==> config.mk <==
export PLATFORM = sky130hd
export DESIGN_NAME = cmd_saver
export DESIGN_NICKNAME = d
export VERILOG_FILES = /design/src/rtl/cmd_pkg.sv /design/src/rtl/cmd_saver.sv
export SDC_FILE = /design/constraint.sdc
export NUM_CORES = 1
export LEC_CHECK = 0
export BUFFER_PORTS_ARGS = -buffer_cell sky130_fd_sc_hd__buf_2
export CORE_ASPECT_RATIO = 0.5
export CORE_MARGIN = 4
export CORE_UTILIZATION = 60
export CTS_BUF_LIST = sky130_fd_sc_hd__clkbuf_8
export CTS_CLUSTER_SIZE = 8
export DETAILED_ROUTE_END_ITERATION = 16
export PLACE_DENSITY = 0.88
export SYNTH_ARGS = -nofsm -noshare
export SYNTH_HDL_FRONTEND = slang
export SYNTH_SLANG_ARGS = --single-unit
==> constraint.sdc <==
create_clock -name clock -period 4.2 [get_ports clock]
set_input_delay 0.21 -clock clock [delete_from_list [all_inputs] [get_ports clock]]
set_output_delay 0.21 -clock clock [all_outputs]
set_load 0.01 [all_outputs]
==> src/rtl/cmd_pkg.sv <==
// rtl/cmd_pkg.sv - /CMD record constants, FSM states and chunking helpers
package cmd_pkg;

  localparam int CMD_ADDR_W = 16;

  localparam logic [7:0] CMD_TYPE_DATA = 8'h01;
  localparam logic [7:0] CMD_TYPE_EXEC = 8'h02;
  localparam logic [7:0] CMD_TYPE_EOF  = 8'h00;

  typedef enum logic [3:0] {
    ST_IDLE,
    ST_REC_TYPE,
    ST_REC_LEN,
    ST_REC_LSB,
    ST_REC_MSB,
    ST_RD_REQ,
    ST_RD_WAIT,
    ST_DATA,
    ST_TRM_TYPE,
    ST_TRM_LEN,
    ST_TRM_LSB,
    ST_TRM_MSB,
    ST_EOF,
    ST_FIN
  } cmd_state_e;

  // A length byte of 1 would mean n=255, which the loader cannot express.
  function automatic logic [8:0] cmd_chunk_len(input logic [CMD_ADDR_W:0] remaining);
    if (remaining >= (CMD_ADDR_W+1)'(256)) return 9'd256;
    else if (remaining == (CMD_ADDR_W+1)'(255)) return 9'd254;
    else return remaining[8:0];
  endfunction

  function automatic logic [7:0] cmd_len_byte(input logic [8:0] n);
    return n[7:0] + 8'd2;
  endfunction

endpackage

==> src/rtl/cmd_saver.sv <==
// rtl/cmd_saver.sv - encodes a RAM region as a TRS-80 /CMD byte stream
import cmd_pkg::*;

module cmd_saver #(
  parameter int DATA = 8,
  parameter int ADDR = 16
) (
  input  logic            clock,
  input  logic            reset_n,
  input  logic            start,
  input  logic [ADDR-1:0] start_addr,
  input  logic [ADDR-1:0] end_addr,
  input  logic [ADDR-1:0] exec_addr,
  input  logic            exec_enable,
  output logic            mem_rd,
  output logic [ADDR-1:0] mem_addr,
  input  logic [DATA-1:0] mem_data,
  output logic [DATA-1:0] out_data,
  output logic            out_valid,
  input  logic            out_ready,
  output logic            busy,
  output logic            done
);

  cmd_state_e      state_q, state_d;
  logic [ADDR-1:0] addr_q, addr_d;
  logic [ADDR-1:0] exec_q, exec_d;
  logic            exec_en_q, exec_en_d;
  logic [ADDR:0]   rem_q, rem_d;
  logic [8:0]      cnt_q, cnt_d;
  logic [DATA-1:0] out_data_q, out_data_d;
  logic            out_valid_q, out_valid_d;
  logic            acc;

  assign acc       = out_valid_q & out_ready;
  assign out_data  = out_data_q;
  assign out_valid = out_valid_q;
  assign mem_rd    = (state_q == ST_RD_REQ);
  assign mem_addr  = addr_q;
  assign busy      = (state_q != ST_IDLE) && (state_q != ST_FIN);
  assign done      = (state_q == ST_FIN);

  always_comb begin
    state_d     = state_q;
    addr_d      = addr_q;
    exec_d      = exec_q;
    exec_en_d   = exec_en_q;
    rem_d       = rem_q;
    cnt_d       = cnt_q;
    out_data_d  = out_data_q;
    out_valid_d = out_valid_q;
    // Each transition into an emit state preloads that state's byte into the output register.
    case (state_q)
      ST_IDLE: if (start) begin
        addr_d      = start_addr;
        exec_d      = exec_addr;
        exec_en_d   = exec_enable;
        rem_d       = (end_addr >= start_addr) ? ({1'b0, end_addr} - {1'b0, start_addr} + 1'b1) : '0;
        out_valid_d = 1'b1;
        if (end_addr >= start_addr) begin
          state_d = ST_REC_TYPE; out_data_d = CMD_TYPE_DATA;
        end else if (exec_enable) begin
          state_d = ST_TRM_TYPE; out_data_d = CMD_TYPE_EXEC;
        end else begin
          state_d = ST_EOF;      out_data_d = CMD_TYPE_EOF;
        end
      end
      ST_REC_TYPE: if (acc) begin
        cnt_d      = cmd_chunk_len(rem_q);
        out_data_d = cmd_len_byte(cmd_chunk_len(rem_q));
        state_d    = ST_REC_LEN;
      end
      ST_REC_LEN: if (acc) begin out_data_d = addr_q[7:0];  state_d = ST_REC_LSB; end
      ST_REC_LSB: if (acc) begin out_data_d = addr_q[15:8]; state_d = ST_REC_MSB; end
      ST_REC_MSB: if (acc) begin out_valid_d = 1'b0;        state_d = ST_RD_REQ;  end
      ST_RD_REQ:  state_d = ST_RD_WAIT;
      ST_RD_WAIT: begin
        out_data_d  = mem_data;
        out_valid_d = 1'b1;
        state_d     = ST_DATA;
      end
      ST_DATA: if (acc) begin
        addr_d = addr_q + 1'b1;
        rem_d  = rem_q - 1'b1;
        cnt_d  = cnt_q - 1'b1;
        if (cnt_q != 9'd1) begin
          out_valid_d = 1'b0; state_d = ST_RD_REQ;
        end else if (rem_q != (ADDR+1)'(1)) begin
          out_data_d = CMD_TYPE_DATA; state_d = ST_REC_TYPE;
        end else if (exec_en_q) begin
          out_data_d = CMD_TYPE_EXEC; state_d = ST_TRM_TYPE;
        end else begin
          out_data_d = CMD_TYPE_EOF;  state_d = ST_EOF;
        end
      end
      ST_TRM_TYPE: if (acc) begin out_data_d = 8'h02;        state_d = ST_TRM_LEN; end
      ST_TRM_LEN:  if (acc) begin out_data_d = exec_q[7:0];  state_d = ST_TRM_LSB; end
      ST_TRM_LSB:  if (acc) begin out_data_d = exec_q[15:8]; state_d = ST_TRM_MSB; end
      ST_TRM_MSB, ST_EOF: if (acc) begin out_valid_d = 1'b0; state_d = ST_FIN; end
      ST_FIN:  state_d = ST_IDLE;
      default: state_d = ST_IDLE;
    endcase
  end

  always_ff @(posedge clock) begin
    if (!reset_n) begin
      state_q     <= ST_IDLE;
      addr_q      <= '0;
      exec_q      <= '0;
      exec_en_q   <= 1'b0;
      rem_q       <= '0;
      cnt_q       <= '0;
      out_data_q  <= '0;
      out_valid_q <= 1'b0;
    end else begin
      state_q     <= state_d;
      addr_q      <= addr_d;
      exec_q      <= exec_d;
      exec_en_q   <= exec_en_d;
      rem_q       <= rem_d;
      cnt_q       <= cnt_d;
      out_data_q  <= out_data_d;
      out_valid_q <= out_valid_d;
    end
  end

endmodule

==> results.json, run 1 <==
{
  "h-tree-depth": 3,
  "regArea_um2": 1440,
  "synth_top_area_frac": 0.248,
  "grt_first_pass_wirelength_um": 28900,
  "synth.avg_cell_area_um2": 7.51,
  "final_layout_size_suffix_gt1_frac": 0.163,
  "die_h_um": 77.6,
  "hold_buffers": 0,
  "hold_viol": 0,
  "final_cell_mix": "buf_2 (88), nand2_1 (86), a21oi_1 (85)",
  "tightest_slew_ps": 985,
  "hpwl_um": 13000,
  "yosysWarnings": 0,
  "synthArstFlopShare": 0,
  "ant_nets": 0,
  "crit_family": "simple AND/OR/NAND/NOR gates",
  "worstRegToRegCells": 8,
  "drt-met1-wl_um": 7560,
  "reg2reg_from": "rem_q[8]",
  "dr.pass1.iters": 6,
  "r2r_slack_ps": 1380,
  "dieArea_um2": 11400,
  "synthAdderAreaFrac": 0.116,
  "worstPathArrival_ps": 3120,
  "power_density_nw_per_um2": 541,
  "wl_met3_um": 2230,
  "synth-xor-area-share": 0.0317,
  "layoutNonFillerInstCount": 970,
  "clk_path_buf_depth": 2,
  "holdPathEnd": "exec_q[8]",
  "area_growth_pct": 11.1,
  "critPathKind": "flop to flop",
  "min_period_ps": 2820,
  "hp-start": "exec_addr[8]",
  "cp-startpoint": "rem_q[8]",
  "cts_setup_buffers": 0,
  "syn-num-nets": 883,
  "insertion_delay_ps": 380,
  "setup_viol": 0,
  "numCtsBuffers": 9,
  "gp_congestion": 0.957,
  "status": "finished clean",
  "multi_input_area_um2": 4000,
  "max_stage_delay_ps": 600,
  "num-fill-cells": 810,
  "fin_util": 0.683,
  "clock-root-buffer": "clkbuf_8",
  "hp-class": "input port to flop",
  "wl_um": 17800,
  "yosys-top-cells-area": "dfxtp_1 (25%), ha_1 (8.8%), a21oi_1 (7.3%)",
  "avgViaCountPerCell": 6.41,
  "cp-start-kind": "flop",
  "tns_ps": 0,
  "synth_top_family_by_area": "compound AO/OA/AOI/OAI gates",
  "ys_ff_latch": 72,
  "vdd_drop_max_mv": 0.326,
  "worstHoldPathCells": 3,
  "netlist_area_um2": 5810,
  "cp_data_required_time_ps": 4500,
  "ys.flop_type": "dfxtp_1",
  "grt_overflow": 0,
  "dp.cells": 954,
  "synth-simple-area-share": 0.228,
  "clock_sinks": 72,
  "fp.dieW_um": 147,
  "skew_ps": 14.8,
  "ys_seq_area_frac": 0.248,
  "drv_slew": 0,
  "cts-resized-gates": 0,
  "max-cap-violations": 0,
  "crit_buf_inv": 0,
  "fin_nets": 940,
  "initial_core_util": 0.615,
  "end_kind": "flop",
  "grt_use_total": 0.310,
  "num_rows": 25,
  "synth_cell_types": 74,
  "grt_max_degree": 47,
  "cts_tree": "built",
  "via_count": 6217,
  "r2r-end": "out_data[5]",
  "synthMuxAreaShare": 0.0179,
  "coreArea_um2": 9450,
  "fmax_mhz": 354,
  "max_slew_margin": 0.339,
  "antenna_cells": 0,
  "rsz0062_at_grt": "false",
  "first_global_vias": 5874,
  "worstPathMaxFanout": 12,
  "p_leak_nw": 2.72,
  "cp_cell_sequence": "or4_4, nor3b_2, and2b_1, ha_1, nand3_1, xor2_1, o221a_2, a21oi_1",
  "synth_edf_count": 0,
  "met2_length_um": 7770,
  "layout_worst_path_cycle_share": 0.672,
  "io-pin-count": 89,
  "remaining_drc_errors": 0,
  "highest_layer": "met4",
  "drt_first_iter_violations": 789,
  "post_drt_wl_per_cell_um": 18.4,
  "layout_commonest_cell": "buf_2",
  "io_buffers": 88,
  "crit_slowest_cell": "nor3b_2",
  "synth_cells": 773,
  "clkSlewWorstSetupHoldPaths_ps": 100,
  "synth_compound_area_frac": 0.295,
  "grt_antenna_before_repair": 0,
  "yosysTopAreaCell": "dfxtp_1"
}
stage by stage:
step	setup WS (ps)	total power (W)	hold WS [ps]	area (um^2)
6_report	1380	0.00349	57.6	6450
5_1_grt	1170	0.00372	52.0	6450
4_1_cts	1450	0.00344	52.8	6450
3_5_place_dp	1320	0.00288	452	6260
3_3_place_gp	1500	0.00283	444	6260
2_1_floorplan	1810	0.00239	346	5810
worst reg2reg max path, delay by kind of cell, from the launching register on:
kind	cells	cell delay (ps)
AOI/OAI and AO/OA	2	400
DFF	1	390
and+or+nand+nor	4	1570
adders and majority gates	1	240
xor gates and xnor gates	1	170
how the worst max path moves through the flow:
stage	endpoint	slack, ps	cells past startpoint
detailed placement	rem_q[16]	1320	9
floorplan	rem_q[16]	1810	9
finish	out_data[5]	1380	8
CTS	out_data[5]	1450	8
global placement	rem_q[16]	1500	9
global route	cnt_q[0]	1170	6
metal layers:
metal | vias up | track usage
met5 | - | 0
met4 | 0 | 0.0874
met3 | 32 | 0.105
met2 | 343 | 0.483
met1 | 2895 | 0.412
li1 | 2947 | -
state kept, by name (all words and copies together), names as in the netlist:
signal	flops
cnt_q	9
exec_en_q	1
exec_q	16
mem_addr	16
out_data	8
out_valid	1
rem_q	17
state_q	4
Yosys cell counts (13+ instances only):
cell,number
nor2_1,67
nand3_1,18
inv_1,35
o21ai_0,60
clkbuf_1,32
nor3_1,18
a21oi_1,85
nand2_1,86
xnor2_1,13
ha_1,41
dfxtp_1,72
a31oi_1,15
buf_2,13
logic make-up (layout without fill, tap and decap cells):
| group | count (synthesis) | count (layout) |
|---|---|---|
| DFF | 72 | 72 |
| xor gates and xnor gates | 21 | 21 |
| muxes | 10 | 10 |
| AOI/OAI and AO/OA | 268 | 268 |
| buffers and inverters | 87 | 149 |
| and+or+nand+nor | 266 | 266 |
| adders and majority gates | 49 | 49 |
where the power goes:
group | switching, W | total [W] | internal [W]
clock network | 0.000321 | 0.000554 | 0.000233
logic | 0.00107 | 0.00177 | 0.000702
registers | 0.000294 | 0.00117 | 0.000873
cell type report:
type,count,share of cell area
clock inverter,7,0.0103
multi-input combinational,614,0.620
clock buffer,9,0.0192
inverter,35,0.0204
sequential,72,0.224
timing repair buffer,98,0.0800
tap,135,0.0262
(Power assumes the default switching activity.)
==> run 2: changes to the inputs <==
==> constraint.sdc (replaced) <==
create_clock -name clock -period 2.7 [get_ports clock]
set_input_delay 0.135 -clock clock [delete_from_list [all_inputs] [get_ports clock]]
set_output_delay 0.135 -clock clock [all_outputs]
set_load 0.01 [all_outputs]
==> run 2 against run 1 <==
  * Register-to-register slack got worse by 1100 ps
  * Critical path depth unchanged
  * Utilization increased by 2.8 points
  * First-iteration DRC count decreased by 14%
  * Setup slack got worse by 1100 ps
  * Maximum frequency increased by 14%
  * Clock-buffer cell count increased by 2
  * Combinational power increased by 65%
  * Clock power increased by 47%
  * Sequential share of layout area decreased by 0.90 points
  * Flip-flop and latch count unchanged
  * Non-clock buffer count increased by 29
==> results.json, run 2 (synthesis results as in run 1) <==
{
  "status": "finished clean",
  "clock-root-buffer": "clkbuf_8",
  "worstPathArrival_ps": 2770,
  "ant_nets": 0,
  "numCtsBuffers": 9,
  "dr.pass1.iters": 5,
  "rsz0062_at_grt": "false",
  "tns_ps": 0,
  "end_kind": "flop",
  "cp_data_required_time_ps": 3000,
  "place_area_um2": 6440,
  "skew_ps": 11.9,
  "grt_antenna_before_repair": 0,
  "crit_slowest_cell": "or4_4",
  "fin_util": 0.711,
  "io_buffers": 88,
  "grt_overflow": 0,
  "cp-start-kind": "flop",
  "fin_nets": 969,
  "initial_core_util": 0.615,
  "post_drt_wl_per_cell_um": 18.2,
  "io-pin-count": 89,
  "via_count": 6352,
  "drt_first_iter_violations": 680,
  "max_slew_margin": 0.635,
  "clkSlewWorstSetupHoldPaths_ps": 80,
  "power_w": 0.00549,
  "tightest_slew_ps": 548,
  "cp.depth": 8,
  "layout_worst_path_cycle_share": 0.915,
  "largest_reg_flops": 17,
  "hold_viol": 0,
  "crit_buf_inv": 0,
  "vdd_drop_max_mv": 0.596,
  "num_rows": 25,
  "cts_tree": "built",
  "first_global_vias": 6012,
  "cp-startpoint": "rem_q[9]",
  "max-cap-violations": 0,
  "fp.dieW_um": 147,
  "crit_family": "simple AND/OR/NAND/NOR gates",
  "reg2reg_from": "rem_q[9]",
  "coreArea_um2": 9450,
  "grt_first_pass_wirelength_um": 29800,
  "cp_cell_sequence": "or4_4, nor3b_2, and2b_1, ha_1, nand3_1, xor2_1, o221a_2, a21oi_1",
  "hpwl_um": 13300,
  "hp-class": "input port to flop",
  "min_period_ps": 2470,
  "worstRegToRegCells": 8,
  "max_stage_delay_ps": 550,
  "grt_use_total": 0.319,
  "h-tree-depth": 3,
  "dieArea_um2": 11400,
  "hold_ws_ps": 6.90,
  "die_h_um": 77.6,
  "setup_viol": 0,
  "p_leak_nw": 2.87,
  "gp_congestion": 0.987,
  "area_growth_pct": 15.7,
  "clk_path_buf_depth": 2,
  "wl_um": 18100,
  "insertion_delay_ps": 370,
  "avgViaCountPerCell": 6.36,
  "regMostFlops": "rem_q",
  "power_density_nw_per_um2": 818,
  "final_layout_size_suffix_gt1_frac": 0.180,
  "layout_commonest_cell": "buf_2",
  "design_area_um2": 6720,
  "clock_sinks": 72,
  "hp-start": "exec_addr[2]",
  "grt_max_degree": 58,
  "antenna_cells": 0,
  "final_cell_mix": "buf_2 (88), nand2_1 (86), a21oi_1 (85)",
  "drv_slew": 0,
  "worstHoldPathCells": 3,
  "fmax_mhz": 405,
  "worstPathMaxFanout": 7,
  "remaining_drc_errors": 0,
  "num-fill-cells": 764,
  "critPathKind": "flop to flop"
}
==> run 2: final cells by class <==
type	instances	area (um^2)	area share
Clock buffer	11	151	0.0225
Clock inverter	4	30.0	0.00447
Inverter	35	131	0.0196
Multi-Input combinational cell	614	4000	0.596
Sequential cell	72	1440	0.215
Tap cell	135	169	0.0251
Timing Repair Buffer	127	793	0.118
==> run 2: final timing paths <==
kind	endpoint	slack, ps
worst max-delay path	out_data[5]	230
worst min-delay path	exec_q[2]	7
worst max register to register	out_data[5]	230
worst min register to register	exec_q[8]	460
==> run 2: repair_timing <==
action,in CTS,in global routing
resized for setup,0,0
hold buffers,9,0
hold endpoints to repair,9,0
buffers inserted,0,0
==> run 2: per-layer routing <==
layer  vias to the layer above  GRT usage  wire [um]
li1                       3010          -          -
met1                      2936      0.440       7680
met2                       374      0.497       7900
met3                        32     0.0788       2220
met4                         0     0.0948        346
met5                         -          0          0
==> run 2: worst reg2reg max path, stage by stage (launching register included) <==
cell	delay (ps)
dfxtp_1	370
or4_4	550
nor3b_2	300
and2b_1	250
ha_1	240
nand3_1	120
xor2_1	170
o221a_2	250
a21oi_1	130
==> run 2: power breakdown <==
part	leakage [nW]	internal, W	switching (W)
Combinational	2.18	0.00122	0.00170
Clock	0.0914	0.000380	0.000436
Sequential	0.590	0.00136	0.000403
Total	2.87	0.00296	0.00254
==> run 2: per-stage QoR <==
stage	instances	setup WS, ps
CTS	998	234
global route	998	82.3
floorplan	773	368
finish	998	230
global placement	974	217
detailed placement	974	116
==> run 3: changes to the inputs <==
==> constraint.sdc (replaced) <==
create_clock -name clock -period 2.7 [get_ports clock]
set_input_delay 0.27 -clock clock [delete_from_list [all_inputs] [get_ports clock]]
set_output_delay 0.27 -clock clock [all_outputs]
set_load 0.01 [all_outputs]
==> run 3 against run 2 <==
  * Sequential power is essentially flat
  * Clock-buffer cell count shrank 1
  * Final cell count grew 0.20%
  * Critical path type unchanged
  * Critical endpoint unchanged
==> results.json, run 3 (synthesis results as in run 1) <==
{
  "setup_ws_ps": 195,
  "clk_path_buf_depth": 2,
  "max-cap-violations": 0,
  "hold_viol": 0,
  "hpwl_um": 13700,
  "fmax_mhz": 399,
  "clkSlewWorstSetupHoldPaths_ps": 90,
  "layout_worst_path_cycle_share": 0.928,
  "layout_commonest_cell": "buf_2",
  "first_global_vias": 6079,
  "cts-resized-gates": 0,
  "r2r_slack_ps": 200,
  "regMostFlops": "rem_q",
  "hold_buffers": 0,
  "num-fill-cells": 793,
  "end_kind": "flop",
  "grt_antenna_before_repair": 0,
  "largest_reg_flops": 17,
  "cts_tree": "built",
  "fin_nets": 970,
  "setup_viol": 0,
  "via_count": 6448,
  "power_w": 0.00562,
  "area_growth_pct": 15.6,
  "design_area_um2": 6710,
  "post_drt_wl_per_cell_um": 18.5,
  "min_period_ps": 2500,
  "r2r-end": "out_data[5]",
  "clock_sinks": 72,
  "antenna_cells": 0,
  "ant_nets": 0,
  "holdPathEnd": "exec_q[2]",
  "max_stage_delay_ps": 550,
  "gp_congestion": 0.935,
  "tightest_slew_ps": 712,
  "rsz0062_at_grt": "false",
  "io-pin-count": 89,
  "final_cell_mix": "buf_2 (88), nand2_1 (86), a21oi_1 (85)",
  "h-tree-depth": 3,
  "num_rows": 25,
  "critPathKind": "flop to flop",
  "io_buffers": 88,
  "fp.dieW_um": 147,
  "hp-class": "input port to flop",
  "crit_slowest_cell": "or4_4",
  "cp_cell_sequence": "or4_4, nor3b_2, and2b_1, ha_1, nand3_1, xor2_1, o221a_2, a21oi_1",
  "coreArea_um2": 9450,
  "power_density_nw_per_um2": 837,
  "die_h_um": 77.6,
  "grt_max_degree": 58,
  "max_slew_margin": 0.520,
  "dieArea_um2": 11400,
  "hp-start": "exec_addr[2]",
  "worstRegToRegCells": 8,
  "worstPathArrival_ps": 2800,
  "worstHoldPathCells": 3,
  "skew_ps": 15.7,
  "reg2reg_from": "rem_q[9]",
  "post-place-ws_ps": -14.9,
  "cp_data_required_time_ps": 2990,
  "remaining_drc_errors": 0,
  "drt_first_iter_violations": 759,
  "tns_ps": 0,
  "grt_first_pass_wirelength_um": 30200,
  "avgViaCountPerCell": 6.45,
  "initial_core_util": 0.615,
  "final_layout_size_suffix_gt1_frac": 0.192,
  "clock-root-buffer": "clkbuf_8",
  "grt_use_total": 0.321,
  "vdd_drop_max_mv": 0.583,
  "insertion_delay_ps": 370,
  "wl_um": 18500,
  "cp-start-kind": "flop",
  "drv_slew": 0,
  "worstPathMaxFanout": 7,
  "p_leak_nw": 2.88,
  "dr.pass1.iters": 9,
  "grt_overflow": 0,
  "place_area_um2": 6510,
  "cts_setup_buffers": 0,
  "status": "finished clean",
  "numCtsBuffers": 9
}
-- run 3: how the worst max path moves through the flow --
stage / cells past startpoint / from / endpoint
after global placement: 12 / start_addr[1] / rem_q[15]
after detailed placement: 12 / start_addr[1] / rem_q[15]
after CTS: 8 / rem_q[9] / out_data[5]
after floorplan: 9 / start_addr[8] / rem_q[16]
final: 8 / rem_q[9] / out_data[5]
after global routing: 8 / rem_q[9] / out_data[5]
-- run 3: report_power, final --
group | switching, W | total (W) | internal (W)
Sequential | 0.000409 | 0.00177 | 0.00136
Combinational | 0.00172 | 0.00295 | 0.00122
Clock | 0.000453 | 0.000908 | 0.000455
-- run 3: critical path: cells and delay by family, from the launching register on --
family	cells	cell delay (ps)
compound gates	2	390
xor+xnor	1	180
fa+ha+maj	1	260
flops	1	370
simple gates	4	1240
-- run 3: final cells by class --
type / instances / area (um^2) / share of cell area
clock buffer: 10 / 138 / 0.0205
multi-input combinational: 614 / 4000 / 0.596
tap: 135 / 169 / 0.0252
clock inverter: 6 / 67.6 / 0.0101
timing repair buffer: 128 / 766 / 0.114
sequential: 72 / 1440 / 0.215
inverter: 35 / 131 / 0.0196
-- run 3: metrics by stage --
step / hold slack (ps) / cells / utilization
after floorplan: 406 / 773 / -
after global placement: 445 / 984 / 0.689
after detailed placement: 450 / 984 / 0.689
after CTS: 131 / 1000 / 0.711
after global routing: 143 / 1000 / 0.711
final: 137 / 1000 / 0.711
-- run 3: layer usage --
| layer | wire [um] | up-vias | global-route usage |
|---|---|---|---|
| met5 | 0 | - | 0 |
| met4 | 346 | 0 | 0.0874 |
| met3 | 1940 | 43 | 0.0589 |
| met2 | 8160 | 374 | 0.506 |
| met1 | 8000 | 3026 | 0.454 |
| li1 | - | 3005 | - |
